--- src/rtl/mod_sub_stream_feeder_pkg.sv ---
// Shared types for the modular add/sub datapath: coefficient width and type,
// subtractor pipeline depth, and the width helper for credit counters.
// Pure declarations; no logic, no latency, no flow control.
package modring_pkg;
   // Coefficient / modulus width in bits.
   localparam int K       = 54;
   // Pipeline depth of the modular subtractor.
   localparam int SUB_LAT = 2;

   typedef logic [K-1:0] coeff_t;

   // Bits needed to hold a credit count ranging over 0..depth inclusive.
   function automatic int credit_w(input int depth);
      return $clog2(depth + 1);
   endfunction
endpackage

--- src/rtl/mod_sub_stream_feeder_if.sv ---
// Stream bundle for the subtractor feeder: A/B operand inputs and result output.
// Carries only wires; timing is set by whoever drives the modports.
// Each stream uses valid/ready; a beat moves when both are high at a clock edge.
interface mod_sub_stream_feeder_if;
   import modring_pkg::*;

   logic   a_valid;
   coeff_t a_data;
   logic   a_ready;
   logic   b_valid;
   coeff_t b_data;
   logic   b_ready;
   logic   out_valid;
   coeff_t out_data;
   logic   out_ready;

   // Environment side: produces operands, consumes results.
   modport master (
      output a_valid, a_data, b_valid, b_data, out_ready,
      input  a_ready, b_ready, out_valid, out_data
   );

   // Feeder side.
   modport slave (
      input  a_valid, a_data, b_valid, b_data, out_ready,
      output a_ready, b_ready, out_valid, out_data
   );
endinterface

--- src/rtl/mod_sub_stream_feeder_fifo.sv ---
// Generic synchronous FIFO with registered storage; head is the oldest entry.
// Latency: a pushed word is visible at head the cycle after the push edge.
// Push when full is honoured only together with a pop; head reads 0 when empty.
module sync_fifo #(
   parameter int DEPTH = 4,
   parameter int W     = 8
) (
   input  logic         clk,
   input  logic         rst,
   input  logic         push,
   input  logic [W-1:0] push_data,
   input  logic         pop,
   output logic [W-1:0] head,
   output logic         full,
   output logic         empty
);
   localparam int AW = $clog2(DEPTH);

   logic [W-1:0] mem [DEPTH];
   logic [AW:0]  wr_ptr;
   logic [AW:0]  rd_ptr;
   logic         do_push;
   logic         do_pop;

   assign empty   = (wr_ptr == rd_ptr);
   assign full    = (wr_ptr[AW] != rd_ptr[AW]) && (wr_ptr[AW-1:0] == rd_ptr[AW-1:0]);
   assign do_pop  = pop && !empty;
   assign do_push = push && (!full || pop);
   assign head    = empty ? '0 : mem[rd_ptr[AW-1:0]];

   // Pointer update; the extra MSB separates full from empty.
   always_ff @(posedge clk) begin
      if (rst) begin
         wr_ptr <= '0;
         rd_ptr <= '0;
      end else begin
         if (do_push) wr_ptr <= wr_ptr + 1'b1;
         if (do_pop)  rd_ptr <= rd_ptr + 1'b1;
      end
   end

   // Storage write; contents need no reset because empty masks the head.
   always_ff @(posedge clk) begin
      if (do_push) mem[wr_ptr[AW-1:0]] <= push_data;
   end
endmodule

--- src/rtl/mod_sub_stream_feeder_sub.sv ---
// Two-stage modular subtractor: r = (a - b) mod q for a, b in [0,q).
// Latency: 2 cycles from operands to r; fully pipelined, one pair per cycle.
// No flow control; validity is tracked by the caller.
module mod_sub
   import modring_pkg::*;
(
   input  logic   clk,
   input  coeff_t a,
   input  coeff_t b,
   input  coeff_t q,
   output coeff_t r
);
   logic [K:0] diff_s1;
   coeff_t     q_s1;

   // Stage 1: raw difference with a borrow bit above the K data bits.
   always_ff @(posedge clk) begin
      diff_s1 <= {1'b0, a} - {1'b0, b};
      q_s1    <= q;
   end

   // Stage 2: a borrow means a<b, so fold back into range by adding q.
   always_ff @(posedge clk) begin
      r <= diff_s1[K] ? (diff_s1[K-1:0] + q_s1) : diff_s1[K-1:0];
   end
endmodule

--- src/rtl/mod_sub_stream_feeder.sv ---
// Pairs A/B operand streams, runs them through mod_sub, buffers results for out.
// Latency: 4 cycles from an idle accept to out_valid (FIFO write, issue, 2 sub stages).
// Issue only with an obuf credit, so results never back up into the pipe; ready = FIFO not full.
// Optional MOD_SUB_RANGE_CHECK_EN: sticky range_err when an issued operand is >= q.
module mod_sub_stream_feeder
   import modring_pkg::*;
#(
   parameter int IN_DEPTH   = 4,
   parameter int OBUF_DEPTH = 4
) (
   input  logic                    clk,
   input  logic                    rst,
   input  coeff_t                  q,
   mod_sub_stream_feeder_if.slave  s,
   output logic                    busy,
   output logic                    range_err
);
   localparam int CW = credit_w(OBUF_DEPTH);

   coeff_t              a_head;
   coeff_t              b_head;
   coeff_t              sub_r;
   logic                a_full, a_empty;
   logic                b_full, b_empty;
   logic                o_full, o_empty;
   logic                issue;
   logic                out_pop;
   logic [SUB_LAT-1:0]  pipe_valid;
   logic [CW-1:0]       credits;

   assign s.a_ready = !a_full;
   assign s.b_ready = !b_full;
   assign issue     = !a_empty && !b_empty && (credits != '0);
   assign out_pop   = !o_empty && s.out_ready;
   assign s.out_valid = !o_empty;
   assign busy      = !a_empty || !b_empty || (|pipe_valid) || !o_empty;

   sync_fifo #(.DEPTH(IN_DEPTH), .W(K)) u_fifo_a (
      .clk(clk), .rst(rst),
      .push(s.a_valid && !a_full), .push_data(s.a_data),
      .pop(issue), .head(a_head), .full(a_full), .empty(a_empty)
   );

   sync_fifo #(.DEPTH(IN_DEPTH), .W(K)) u_fifo_b (
      .clk(clk), .rst(rst),
      .push(s.b_valid && !b_full), .push_data(s.b_data),
      .pop(issue), .head(b_head), .full(b_full), .empty(b_empty)
   );

   mod_sub u_sub (
      .clk(clk), .a(a_head), .b(b_head), .q(q), .r(sub_r)
   );

   // Result buffer; credits guarantee a free slot for every issued pair.
   sync_fifo #(.DEPTH(OBUF_DEPTH), .W(K)) u_obuf (
      .clk(clk), .rst(rst),
      .push(pipe_valid[SUB_LAT-1]), .push_data(sub_r),
      .pop(out_pop), .head(s.out_data), .full(o_full), .empty(o_empty)
   );

   // Marks which subtractor stages hold a live pair; reset drops them all.
   always_ff @(posedge clk) begin
      if (rst) pipe_valid <= '0;
      else     pipe_valid <= {pipe_valid[SUB_LAT-2:0], issue};
   end

   // Free obuf slots not yet claimed: spend on issue, refund on pop.
   always_ff @(posedge clk) begin
      if (rst) begin
         credits <= CW'(OBUF_DEPTH);
      end else begin
         case ({issue, out_pop})
            2'b10:   credits <= credits - CW'(1);
            2'b01:   credits <= credits + CW'(1);
            default: credits <= credits;
         endcase
      end
   end

`ifdef MOD_SUB_RANGE_CHECK_EN
   // Sticky flag for any issued operand outside [0,q); data still flows.
   always_ff @(posedge clk) begin
      if (rst)                                       range_err <= 1'b0;
      else if (issue && (a_head >= q || b_head >= q)) range_err <= 1'b1;
   end
`else
   assign range_err = 1'b0;
`endif

endmodule

--- src/flat_wrapper.sv ---
// flat-port wrapper written by rule: the top's interface ports become plain ports
module mod_sub_stream_feeder_flat import modring_pkg::*;
#(
   parameter int IN_DEPTH   = 4,
   parameter int OBUF_DEPTH = 4
)
  (clk, rst, q, busy, range_err, s_a_valid, s_a_data, s_b_valid, s_b_data, s_out_ready, s_a_ready, s_b_ready, s_out_valid, s_out_data);
  mod_sub_stream_feeder_if s_i ();
  input  logic clk;
  input  logic rst;
  input  coeff_t q;
  output logic busy;
  output logic range_err;
  input wire logic [$bits(s_i.a_valid)-1:0] s_a_valid;
  input wire logic [$bits(s_i.a_data)-1:0] s_a_data;
  input wire logic [$bits(s_i.b_valid)-1:0] s_b_valid;
  input wire logic [$bits(s_i.b_data)-1:0] s_b_data;
  input wire logic [$bits(s_i.out_ready)-1:0] s_out_ready;
  output wire logic [$bits(s_i.a_ready)-1:0] s_a_ready;
  output wire logic [$bits(s_i.b_ready)-1:0] s_b_ready;
  output wire logic [$bits(s_i.out_valid)-1:0] s_out_valid;
  output wire logic [$bits(s_i.out_data)-1:0] s_out_data;
  assign s_i.a_valid = s_a_valid;
  assign s_i.a_data = s_a_data;
  assign s_i.b_valid = s_b_valid;
  assign s_i.b_data = s_b_data;
  assign s_i.out_ready = s_out_ready;
  assign s_a_ready = s_i.a_ready;
  assign s_b_ready = s_i.b_ready;
  assign s_out_valid = s_i.out_valid;
  assign s_out_data = s_i.out_data;
  mod_sub_stream_feeder #(.IN_DEPTH(IN_DEPTH), .OBUF_DEPTH(OBUF_DEPTH)) u_core (.clk(clk), .rst(rst), .q(q), .s(s_i), .busy(busy), .range_err(range_err));
endmodule
--- config.mk ---
export PLATFORM = sky130hd
export DESIGN_NAME = mod_sub_stream_feeder_flat
export DESIGN_NICKNAME = d
export VERILOG_FILES = /design/src/rtl/mod_sub_stream_feeder_pkg.sv /design/src/rtl/mod_sub_stream_feeder_if.sv /design/src/rtl/mod_sub_stream_feeder_fifo.sv /design/src/rtl/mod_sub_stream_feeder_sub.sv /design/src/rtl/mod_sub_stream_feeder.sv /design/src/flat_wrapper.sv
export SDC_FILE = /design/constraint.sdc
export NUM_CORES = 1
export LEC_CHECK = 0
export BUFFER_PORTS_ARGS = -buffer_cell sky130_fd_sc_hd__buf_2
export CORE_UTILIZATION = 55
export DETAILED_ROUTE_END_ITERATION = 8
export GPL_TIMING_DRIVEN = 0
export HOLD_SLACK_MARGIN = 0.03
export PLACE_DENSITY_LB_ADDON = 0.15
export SETUP_SLACK_MARGIN = 0.15
export SYNTH_ARGS = -nofsm -noshare
export SYNTH_HDL_FRONTEND = slang
export SYNTH_HIERARCHICAL = 1
export SYNTH_SLANG_ARGS = --single-unit
--- constraint.sdc ---
create_clock -name clk -period 9 [get_ports clk]
set_clock_uncertainty 0.05 [all_clocks]
set_input_delay 1.35 -clock clk [delete_from_list [all_inputs] [get_ports clk]]
set_output_delay 1.35 -clock clk [all_outputs]
set_load 0.01 [all_outputs]
# [Word-level counts from Yosys, hierarchy flattened]
# Memory sizes are Yosys's and may differ from the RTL's. A register that Yosys moved wholly into a read port is not among the register bits.
# Index checks and enable logic that the tools add are counted.
[word_totals] memories=3 input_bits=167 output_inout_bits=59 word_cells=81 mem_bits_rw=648 reg_bits=186
[classes] reduce_logical=29 addsub=10 n_eq_ne=11 mux=17
[memory_table] name="u_core.u_fifo_a.mem" words=4 width=54 rd=1 rd_ports_with_merged_regs=1 wr=1 line="mod_sub_stream_feeder_fifo.sv:19" text="logic [W-1:0] mem [DEPTH];"
[memory_table] name="u_core.u_fifo_b.mem" words=4 width=54 rd=1 rd_ports_with_merged_regs=1 wr=1 line="mod_sub_stream_feeder_fifo.sv:19"
[memory_table] name="u_core.u_obuf.mem" words=4 width=54 rd=1 rd_ports_with_merged_regs=1 wr=1 line="mod_sub_stream_feeder_fifo.sv:19"
[op_table] cell="$mux 54" count=4
[op_table] cell="$sub 54x54->55" count=1
[op_table] cell="$add 54x54->54" count=1
[op_table] cell="$add 3x1->3 const B" count=7
[op_table] cell="$logic_and 1x1->1" count=14
[op_table] cell="$mux 2" count=6
[op_table] cell="$eq 3x3->1" count=3
[op_table] cell="$eq 2x2->1" count=3
[op_table] cell="$logic_not 1->1" count=6
[op_table] cell="$logic_or 1x1->1" count=6
[op_table] cell="$mux 1" count=6
[op_table] cell="$pmux 3 s2" count=1
[op_table] cell="$ne 1x1->1" count=3
[op_table] cell="$reduce_bool 3->1" count=1
[op_table] cell="$sub 3x1->3 const B" count=1
[op_table] cell="$eq 2x1->1 const B" count=1
[op_table] cell="$eq 2x2->1 const B" count=1
[op_table] cell="$reduce_bool 2->1" count=1
[op_table] cell="$reduce_or 2->1" count=1

# [Depth between registers and ports, before layout]
# Gate-level depths: netlist of run 1.
[depth] ltp_word=8 mapped_depth=18 mapped_depth_nobuf=17

# [By module]
# The synthesis of run 1 kept the hierarchy.
[modules_own_cells] module="sync_fifo" cells_per_inst=396 area_per_inst_um2=8619.5 seq_area_each_um2=6646.4 n_inst=3
[modules_own_cells] module="mod_sub" cells_per_inst=1192 area_per_inst_um2=10253.6 seq_area_each_um2=3263.1 n_inst=1
[modules_own_cells] module="mod_sub_stream_feeder" cells_per_inst=31 area_per_inst_um2=266.5 seq_area_each_um2=100.1 n_inst=1

# [Worst setup path after synthesis of run 1]
# OpenSTA, ideal clock, no wires.
[synth_timing] kind="input port to flip-flop" startpoint="in s_out_ready" endpoint="reg u_core.u_obuf.wr_ptr[2]" setup_slack_ns=3.747 setup_ns=0.132 t_required_ns=8.818 path_buffers=0 arrival_time_ns=5.071 stages=4 cell_sequence="nor2b_1 inv_1 a41oi_1 mux2_2"
[synth_between] elab_chain_len=3
[synth_lines] element="from (decl)" line="flat_wrapper.sv:18" text="input wire logic [$bits(s_i.out_ready)-1:0] s_out_ready;"
[synth_lines] element="$logic_and 1x1->1" line="mod_sub_stream_feeder.sv:34" text="assign out_pop = !o_empty && s.out_ready;"
[synth_lines] element="$logic_or 1x1->1" line="mod_sub_stream_feeder_fifo.sv:28" text="assign do_push = push && (!full || pop);"
[synth_lines] element="$logic_and 1x1->1" line="mod_sub_stream_feeder_fifo.sv:28"
[synth_lines] element="to (signal assigned)" line="mod_sub_stream_feeder_fifo.sv:37" text="if (do_push) wr_ptr <= wr_ptr + 1'b1;"
[synth_lines] element="to (decl)" line="mod_sub_stream_feeder_fifo.sv:20" text="logic [AW:0] wr_ptr;"
# Every way passes these cells.
# A chain may end at the register's enable or synchronous reset.

==> metrics.txt, run 1 <==
# TYPE chip_impl_metric gauge
chip_impl_metric{name="worst_slew_pin_slew",unit="ps"} 917
chip_impl_metric{name="totalNegativeSetupSlack",unit="ps"} 0
chip_impl_metric{name="max-vdd-ir-drop",unit="mV"} 0.179
chip_impl_metric{name="cts_repair_resize_count",unit=""} 0
chip_impl_metric{name="holdBufCountCts",unit=""} 0
chip_impl_metric{name="area.growth.synth_to_final",unit="%"} 13.9
chip_impl_metric{name="timing.max_slew.rel_slack",unit="%"} 38.7
chip_impl_metric{name="die_area",unit="mm2"} 0.0672
chip_impl_metric{name="placement.setup.worst_slack",unit="ps"} 3940
chip_impl_metric{name="largest_net_degree_at_the_start_of_global_routing",unit=""} 55
chip_impl_metric{name="detailedRoute.firstIterationViolations",unit=""} 1300
chip_impl_metric{name="detailed_place_hpwl",unit="mm"} 54.5
chip_impl_metric{name="layout-drive-gt1-share",unit="%"} 22.2
chip_impl_metric{name="grt_pass1_wl",unit="mm"} 117
chip_impl_metric{name="port_buffers",unit=""} 224
chip_impl_metric{name="cp.arrival",unit="ps"} 5630
chip_impl_metric{name="postSynthCellCount",unit=""} 2410
chip_impl_info{name="critical_path.startpoint_type",value="flip-flop"} 1
chip_impl_metric{name="drt.antenna.violating_nets",unit=""} 0
chip_impl_info{name="setup_repair_after_global_routing_missed_its_margin",value="false"} 1
chip_impl_metric{name="highest_clock_rate",unit="GHz"} 0.195
chip_impl_metric{name="routed-via-count",unit=""} 20603
chip_impl_metric{name="clkSlewWorstSetupHoldPaths",unit="ps"} 60
chip_impl_metric{name="count_of_yosys_warnings_during_synthesis",unit=""} 6
chip_impl_metric{name="final_max_slew_viol_count",unit=""} 0
chip_impl_metric{name="multi_input_comb_area",unit="mm2"} 0.0123
chip_impl_metric{name="postSynthNetCount",unit=""} 2703
chip_impl_metric{name="via_count_of_the_first_global_routing_pass",unit=""} 20750
chip_impl_metric{name="leakage_power",unit="nW"} 15.0
chip_impl_metric{name="clkLatencyLatePin",unit="ps"} 620
chip_impl_metric{name="grt.met3_usage",unit="%"} 4.19
chip_impl_metric{name="boundaryPins",unit=""} 226
chip_impl_metric{name="initial_antenna_violation_count",unit=""} 18
chip_impl_metric{name="drt_first_pass_iters",unit=""} 5
chip_impl_metric{name="worst-r2r-setup-slack",unit="ps"} 3860
chip_impl_metric{name="post_cts_buffers",unit=""} 0
chip_impl_metric{name="cts_htree_levels",unit=""} 3
chip_impl_metric{name="clock_buffers_created_by_tritoncts",unit=""} 82
chip_impl_metric{name="fin_nets",unit=""} 3018
chip_impl_metric{name="track_usage",unit="%"} 22.8
chip_impl_metric{name="start_util",unit="%"} 56.0
chip_impl_metric{name="rows",unit=""} 93
chip_impl_metric{name="final_hold_viols",unit=""} 0
chip_impl_metric{name="die_h",unit="um"} 259
chip_impl_metric{name="crit_fanout",unit=""} 10
chip_impl_metric{name="p_per_area",unit="mW/mm2"} 294
chip_impl_metric{name="use_met1",unit="%"} 31.6
chip_impl_metric{name="setup_violations",unit=""} 0
chip_impl_metric{name="n_fill_cell",unit=""} 4726
chip_impl_metric{name="die_w",unit="um"} 259
chip_impl_metric{name="fin_crit",unit="ps"} 5140
chip_impl_metric{name="drc",unit=""} 0
chip_impl_metric{name="tcrit_tclk_final",unit="%"} 57.1
chip_impl_info{name="setup.worst_path.class",value="reg -> reg"} 1
chip_impl_metric{name="met2_track_utilization_from_global_routing",unit="%"} 36.8
chip_impl_metric{name="tritoncts_num_sinks",unit=""} 840
chip_impl_metric{name="fin_ws",unit="ps"} 3860
chip_impl_metric{name="design.core.area",unit="mm2"} 0.0649
chip_impl_metric{name="gp_congestion",unit=""} 0.897
chip_impl_metric{name="routed_wirelength",unit="mm"} 76.2
chip_impl_metric{name="clk_path_buf_depth",unit=""} 3
chip_impl_metric{name="average_detailed_routed_wire_length_per_instance",unit="um"} 20.9
chip_impl_metric{name="hold_ws",unit="ps"} 414
chip_impl_metric{name="cp_data_required_time",unit="ps"} 9500
chip_impl_metric{name="via_per_inst",unit=""} 5.64
chip_impl_info{name="cts-root-buf",value="sky130_fd_sc_hd__clkbuf_16"} 1
chip_impl_metric{name="report.power.total",unit="W"} 0.0122
chip_impl_metric{name="globalRoute.totalOverflow",unit=""} 0
chip_impl_info{name="cts_tree",value="built"} 1
chip_impl_metric{name="mappedNetlistArea",unit="mm2"} 0.0364
chip_impl_metric{name="drv.max_cap_violation_count",unit=""} 0
chip_impl_metric{name="regArea",unit="mm2"} 0.0233
chip_impl_info{name="run_status",value="complete, no violations"} 1
chip_impl_info{name="end_kind",value="flip-flop"} 1
chip_impl_metric{name="post_synth.cell_area_avg",unit="um2"} 15.1
chip_impl_info{name="grt_busiest_layer",value="met2"} 1
chip_impl_info{name="holdCritPathClass",value="reg -> reg"} 1
-- sequential cells by signal, indices dropped and copies added, names as in the netlist, named ones only --
name,count
u_core/u_fifo_a/mem,216
u_core/u_fifo_b/mem,216
u_core/u_obuf/mem,216
u_core/u_sub/diff_s1,55
u_core/u_sub/q_s1,54
u_core/u_sub/r,54
u_core/credits,3
u_core/u_fifo_a/rd_ptr,3
u_core/u_fifo_a/wr_ptr,3
u_core/u_fifo_b/rd_ptr,3
u_core/u_fifo_b/wr_ptr,3
u_core/u_obuf/rd_ptr,3
u_core/u_obuf/wr_ptr,3
u_core/pipe_valid,2
-- critical path: stages (launching register included) --
cell and delay, ps:
sky130_fd_sc_hd__dfxtp_1 300, sky130_fd_sc_hd__clkbuf_1 530, sky130_fd_sc_hd__clkbuf_1 600, sky130_fd_sc_hd__mux4_2 390, sky130_fd_sc_hd__nor2b_1 140, sky130_fd_sc_hd__inv_1 130
sky130_fd_sc_hd__ha_1 310, sky130_fd_sc_hd__a21oi_1 300, sky130_fd_sc_hd__o211ai_1 160, sky130_fd_sc_hd__o21bai_1 220, sky130_fd_sc_hd__a41oi_1 520, sky130_fd_sc_hd__o211ai_2 230
sky130_fd_sc_hd__a32oi_1 410, sky130_fd_sc_hd__a31oi_1 230, sky130_fd_sc_hd__a21o_1 210, sky130_fd_sc_hd__a21oi_1 170, sky130_fd_sc_hd__xnor2_1 140
-- cells in the final DEF, fill, tap and decap left out, types with 101 or more instances in the layout --
cell / count
sky130_fd_sc_hd__nand2_1: 101
sky130_fd_sc_hd__a21oi_1: 124
sky130_fd_sc_hd__nor2b_1: 180
sky130_fd_sc_hd__ha_1: 123
sky130_fd_sc_hd__dfxtp_1: 192
sky130_fd_sc_hd__clkbuf_1: 102
sky130_fd_sc_hd__inv_1: 105
sky130_fd_sc_hd__mux4_2: 162
sky130_fd_sc_hd__edfxtp_1: 648
sky130_fd_sc_hd__buf_2: 245
-- final timing paths --
kind                                      startpoint                        to  cells past startpoint
worst max register to register             flip-flop  u_core/u_sub/diff_s1[48]                     16
worst min register to register  u_core/pipe_valid[0]      u_core/pipe_valid[1]                      1
worst min-delay path            u_core/pipe_valid[0]      u_core/pipe_valid[1]                      1
worst max-delay path                       flip-flop  u_core/u_sub/diff_s1[48]                     16
-- routing by layer --
| layer | up-vias | share of wire [%] |
|---|---|---|
| met5 | - | 0.26 |
| met4 | 30 | 2.4 |
| met3 | 142 | 5.9 |
| met2 | 567 | 48 |
| met1 | 10043 | 44 |
| li1 | 9821 | - |
-- layout make-up --
cell class,count,share of cell area (%)
flip-flops and latches,840,56.3
multi-input cells,1361,29.8
clock buffers,113,5.44
repair buffers,231,3.11
well taps,855,2.58
plain buffers,104,1.01
inverters,105,0.952
clock inverters,38,0.849
diodes,3,0.0181
-- power by group --
group          total [W]  switching, W  internal, W
registers        0.00508      0.000288      0.00479
clock network    0.00329       0.00138      0.00190
logic            0.00381       0.00220      0.00162
total             0.0122       0.00387      0.00831
-- through the flow --
stage,utilization [%],area (um2),cells
after global routing,63.8,41400,3649
after detailed placement,59.8,38800,3496
final,63.8,41400,3650
after global placement,59.4,38600,3489
after floorplan,-,36400,2410
after CTS,63.8,41400,3647
Power figures use the tool's default switching activity.
==> run 2, diff against run 1 <==
Clock period 9 ns to 4.8 ns, I/O delays scaled along.
==> run 2 against run 1 <==
Critical path depth shrank 1; worst setup slack lost 3500 ps; non-clock buffer count is the same; critical path type unchanged; largest cell class unchanged; highest routed layer unchanged.
==> metrics.txt, run 2 (same netlist as run 1, synthesis figures left out) <==
# TYPE chip_impl_metric gauge
chip_impl_metric{name="leakage_power",unit="nW"} 15.1
chip_impl_metric{name="p_per_area",unit="mW/mm2"} 553
chip_impl_info{name="critPathSlowestCell",value="sky130_fd_sc_hd__mux4_2"} 1
chip_impl_metric{name="port_buffers",unit=""} 224
chip_impl_metric{name="placed_cell_area",unit="mm2"} 0.0388
chip_impl_metric{name="power.share.sequential",unit="%"} 41.4
chip_impl_metric{name="layout-drive-gt1-share",unit="%"} 23.0
chip_impl_metric{name="final_hold_viols",unit=""} 0
chip_impl_metric{name="drt_first_pass_iters",unit=""} 7
chip_impl_metric{name="fin_nets",unit=""} 3019
chip_impl_info{name="cp_cell_sequence",value="buf_2, buf_4, mux4_2, nor2b_1, inv_1, ha_1, a21oi_1, o211ai_1, a41oi_1, a2bb2oi_1, o2111ai_1, nand2_1, o41ai_2, a2111oi_1, xnor2_1"} 1
chip_impl_metric{name="n_fill_cell",unit=""} 4735
chip_impl_info{name="cts_tree",value="built"} 1
chip_impl_metric{name="boundaryPins",unit=""} 226
chip_impl_metric{name="area.growth.synth_to_final",unit="%"} 14.3
chip_impl_info{name="setup_repair_after_global_routing_missed_its_margin",value="true"} 1
chip_impl_metric{name="worstRegToRegCells",unit=""} 15
chip_impl_info{name="most_frequent_cells_in_the_layout",value="sky130_fd_sc_hd__edfxtp_1, sky130_fd_sc_hd__buf_2, sky130_fd_sc_hd__dfxtp_1, sky130_fd_sc_hd__nor2b_1, sky130_fd_sc_hd__mux4_2"} 1
chip_impl_metric{name="detailedRoute.firstIterationViolations",unit=""} 1238
chip_impl_metric{name="clock_buffers_created_by_tritoncts",unit=""} 83
chip_impl_metric{name="start_util",unit="%"} 56.0
chip_impl_metric{name="die_w",unit="um"} 259
chip_impl_metric{name="timing.max_slew.rel_slack",unit="%"} 40.7
chip_impl_metric{name="cts_htree_levels",unit=""} 3
chip_impl_metric{name="drc",unit=""} 0
chip_impl_info{name="run_status",value="complete, no violations"} 1
chip_impl_metric{name="largest_net_degree_at_the_start_of_global_routing",unit=""} 55
chip_impl_info{name="setup.worst_path.class",value="reg -> reg"} 1
chip_impl_metric{name="track_usage",unit="%"} 22.7
chip_impl_metric{name="pwr-share-comb",unit="%"} 31.4
chip_impl_metric{name="crit_fanout",unit=""} 10
chip_impl_metric{name="die_area",unit="mm2"} 0.0672
chip_impl_metric{name="fin_ws",unit="ps"} 346
chip_impl_metric{name="final_max_slew_viol_count",unit=""} 0
chip_impl_info{name="cts-root-buf",value="sky130_fd_sc_hd__clkbuf_16"} 1
chip_impl_metric{name="setup_violations",unit=""} 0
chip_impl_metric{name="drv.max_cap_violation_count",unit=""} 0
chip_impl_metric{name="via_per_inst",unit=""} 5.68
chip_impl_metric{name="intPower",unit="W"} 0.0157
chip_impl_metric{name="clk_path_buf_depth",unit=""} 3
chip_impl_metric{name="routed_wirelength",unit="mm"} 75.9
chip_impl_metric{name="slowest_delay",unit="ps"} 520
chip_impl_info{name="rr_endpoint",value="u_core/u_sub/diff_s1[53]"} 1
chip_impl_metric{name="globalRoute.totalOverflow",unit=""} 0
chip_impl_metric{name="grt_pass1_wl",unit="mm"} 116
chip_impl_info{name="startpoint_of_the_lowest_slack_hold_path",value="q[52]"} 1
chip_impl_info{name="end_kind",value="flip-flop"} 1
chip_impl_metric{name="clock_power_share",unit="%"} 27.2
chip_impl_metric{name="cp_data_required_time",unit="ps"} 5230
chip_impl_metric{name="detailed_place_hpwl",unit="mm"} 54.2
chip_impl_metric{name="worst-r2r-setup-slack",unit="ps"} 350
chip_impl_metric{name="drt.antenna.violating_nets",unit=""} 0
chip_impl_info{name="holdCritPathClass",value="in -> reg"} 1
chip_impl_metric{name="fin_crit",unit="ps"} 4450
chip_impl_info{name="terminating_pin_of_the_worst_hold_path",value="u_core/u_sub/q_s1[52]"} 1
chip_impl_metric{name="design.core.area",unit="mm2"} 0.0649
chip_impl_metric{name="average_detailed_routed_wire_length_per_instance",unit="um"} 20.8
chip_impl_metric{name="placement.setup.worst_slack",unit="ps"} -360
chip_impl_metric{name="min_path_cells",unit=""} 1
chip_impl_metric{name="via_count_of_the_first_global_routing_pass",unit=""} 20732
chip_impl_metric{name="clkLatencyLatePin",unit="ps"} 620
chip_impl_metric{name="tritoncts_num_sinks",unit=""} 840
chip_impl_metric{name="die_h",unit="um"} 259
chip_impl_metric{name="sw_frac_of_total",unit="%"} 31.7
chip_impl_metric{name="rows",unit=""} 93
chip_impl_metric{name="post_route_cell_area",unit="mm2"} 0.0416
chip_impl_metric{name="routed-via-count",unit=""} 20740
chip_impl_metric{name="initial_antenna_violation_count",unit=""} 20
chip_impl_metric{name="cp.arrival",unit="ps"} 4890
chip_impl_info{name="critical_path.startpoint_type",value="flip-flop"} 1
chip_impl_metric{name="worst_slew_pin_slew",unit="ps"} 890
chip_impl_metric{name="max-vdd-ir-drop",unit="mV"} 0.312
chip_impl_metric{name="gp_congestion",unit=""} 0.894
chip_impl_metric{name="clkSlewWorstSetupHoldPaths",unit="ps"} 60
chip_impl_metric{name="power.net_switching",unit="W"} 0.00728
chip_impl_info{name="layout_commonest_cell",value="sky130_fd_sc_hd__edfxtp_1"} 1
chip_impl_metric{name="tcrit_tclk_final",unit="%"} 92.8
chip_impl_metric{name="highest_clock_rate",unit="GHz"} 0.225
-- run 2: per-layer routing --
| layer | GRT usage (%) | vias to the layer above | routed length (um) |
|---|---|---|---|
| met1 | 31.8 | 10173 | 33100 |
| li1 | - | 9833 | - |
| met5 | 0 | - | 193 |
| met4 | 6.57 | 32 | 1570 |
| met3 | 4.06 | 132 | 4520 |
| met2 | 36.6 | 570 | 36500 |
-- run 2: worst max-delay path: cells and delay by family (launching register included) --
family / cells / cell delay [ps]
compound gates: 7 / 1950
buf+inv: 3 / 690
mux: 1 / 520
simple gates: 2 / 370
flops: 1 / 300
fa+ha+maj: 1 / 300
xor+xnor: 1 / 150
-- run 2: power groups by stage --
stage                     clock, W  sequential (W)  combinational (W)
final                      0.00625         0.00952            0.00722
after global routing       0.00667         0.00961            0.00797
after CTS                  0.00639         0.00952            0.00714
after detailed placement         0         0.00967            0.00706
after global placement           0         0.00962            0.00699
after floorplan                  0         0.00943            0.00535
-- run 2: timing repair --
item	CTS	global route
resized for setup	11	54
buffers inserted	0	1
pin swaps	0	1
endpoints found under the setup margin	15	15
hold buffers	0	0
-- run 2: final cells by class --
type                    count  area (um2)  area share (%)
clock inverters            40         374           0.900
diodes                      2        5.00          0.0120
clock buffers             114        2280            5.48
repair buffers            231        1260            3.04
inverters                 105         394           0.948
multi-input cells        1361       12400            29.8
plain buffers             104         489            1.18
flip-flops and latches    840       23300            56.1
well taps                 855        1070            2.57
-- run 2: through the flow --
step | setup TNS, ps | utilization (%) | hold WS (ps) | power (W) | cells
finish | 0 | 64.0 | 152 | 0.0230 | 3652
global route | 0 | 64.0 | 126 | 0.0243 | 3651
CTS | 0 | 63.8 | 115 | 0.0230 | 3649
detailed placement | -901 | 59.7 | 411 | 0.0167 | 3495
global placement | -138980 | 59.4 | 395 | 0.0166 | 3489
floorplan | 0 | - | 380 | 0.0148 | 2410
-- run 2: worst max path at each step --
stage                               from                   endpoint  slack [ps]  depth (start not counted)
2_1_floorplan                  flip-flop   u_core/u_sub/diff_s1[48]         940                         15
3_3_place_gp   u_core/u_fifo_b/wr_ptr[0]  u_core/u_fifo_a/wr_ptr[2]        -680                          8
3_5_place_dp                   flip-flop   u_core/u_sub/diff_s1[48]        -360                         16
4_1_cts                        flip-flop   u_core/u_sub/diff_s1[48]          90                         15
5_1_grt        u_core/u_fifo_b/wr_ptr[0]   u_core/u_sub/diff_s1[54]          80                         18
6_report                       flip-flop   u_core/u_sub/diff_s1[53]         350                         15
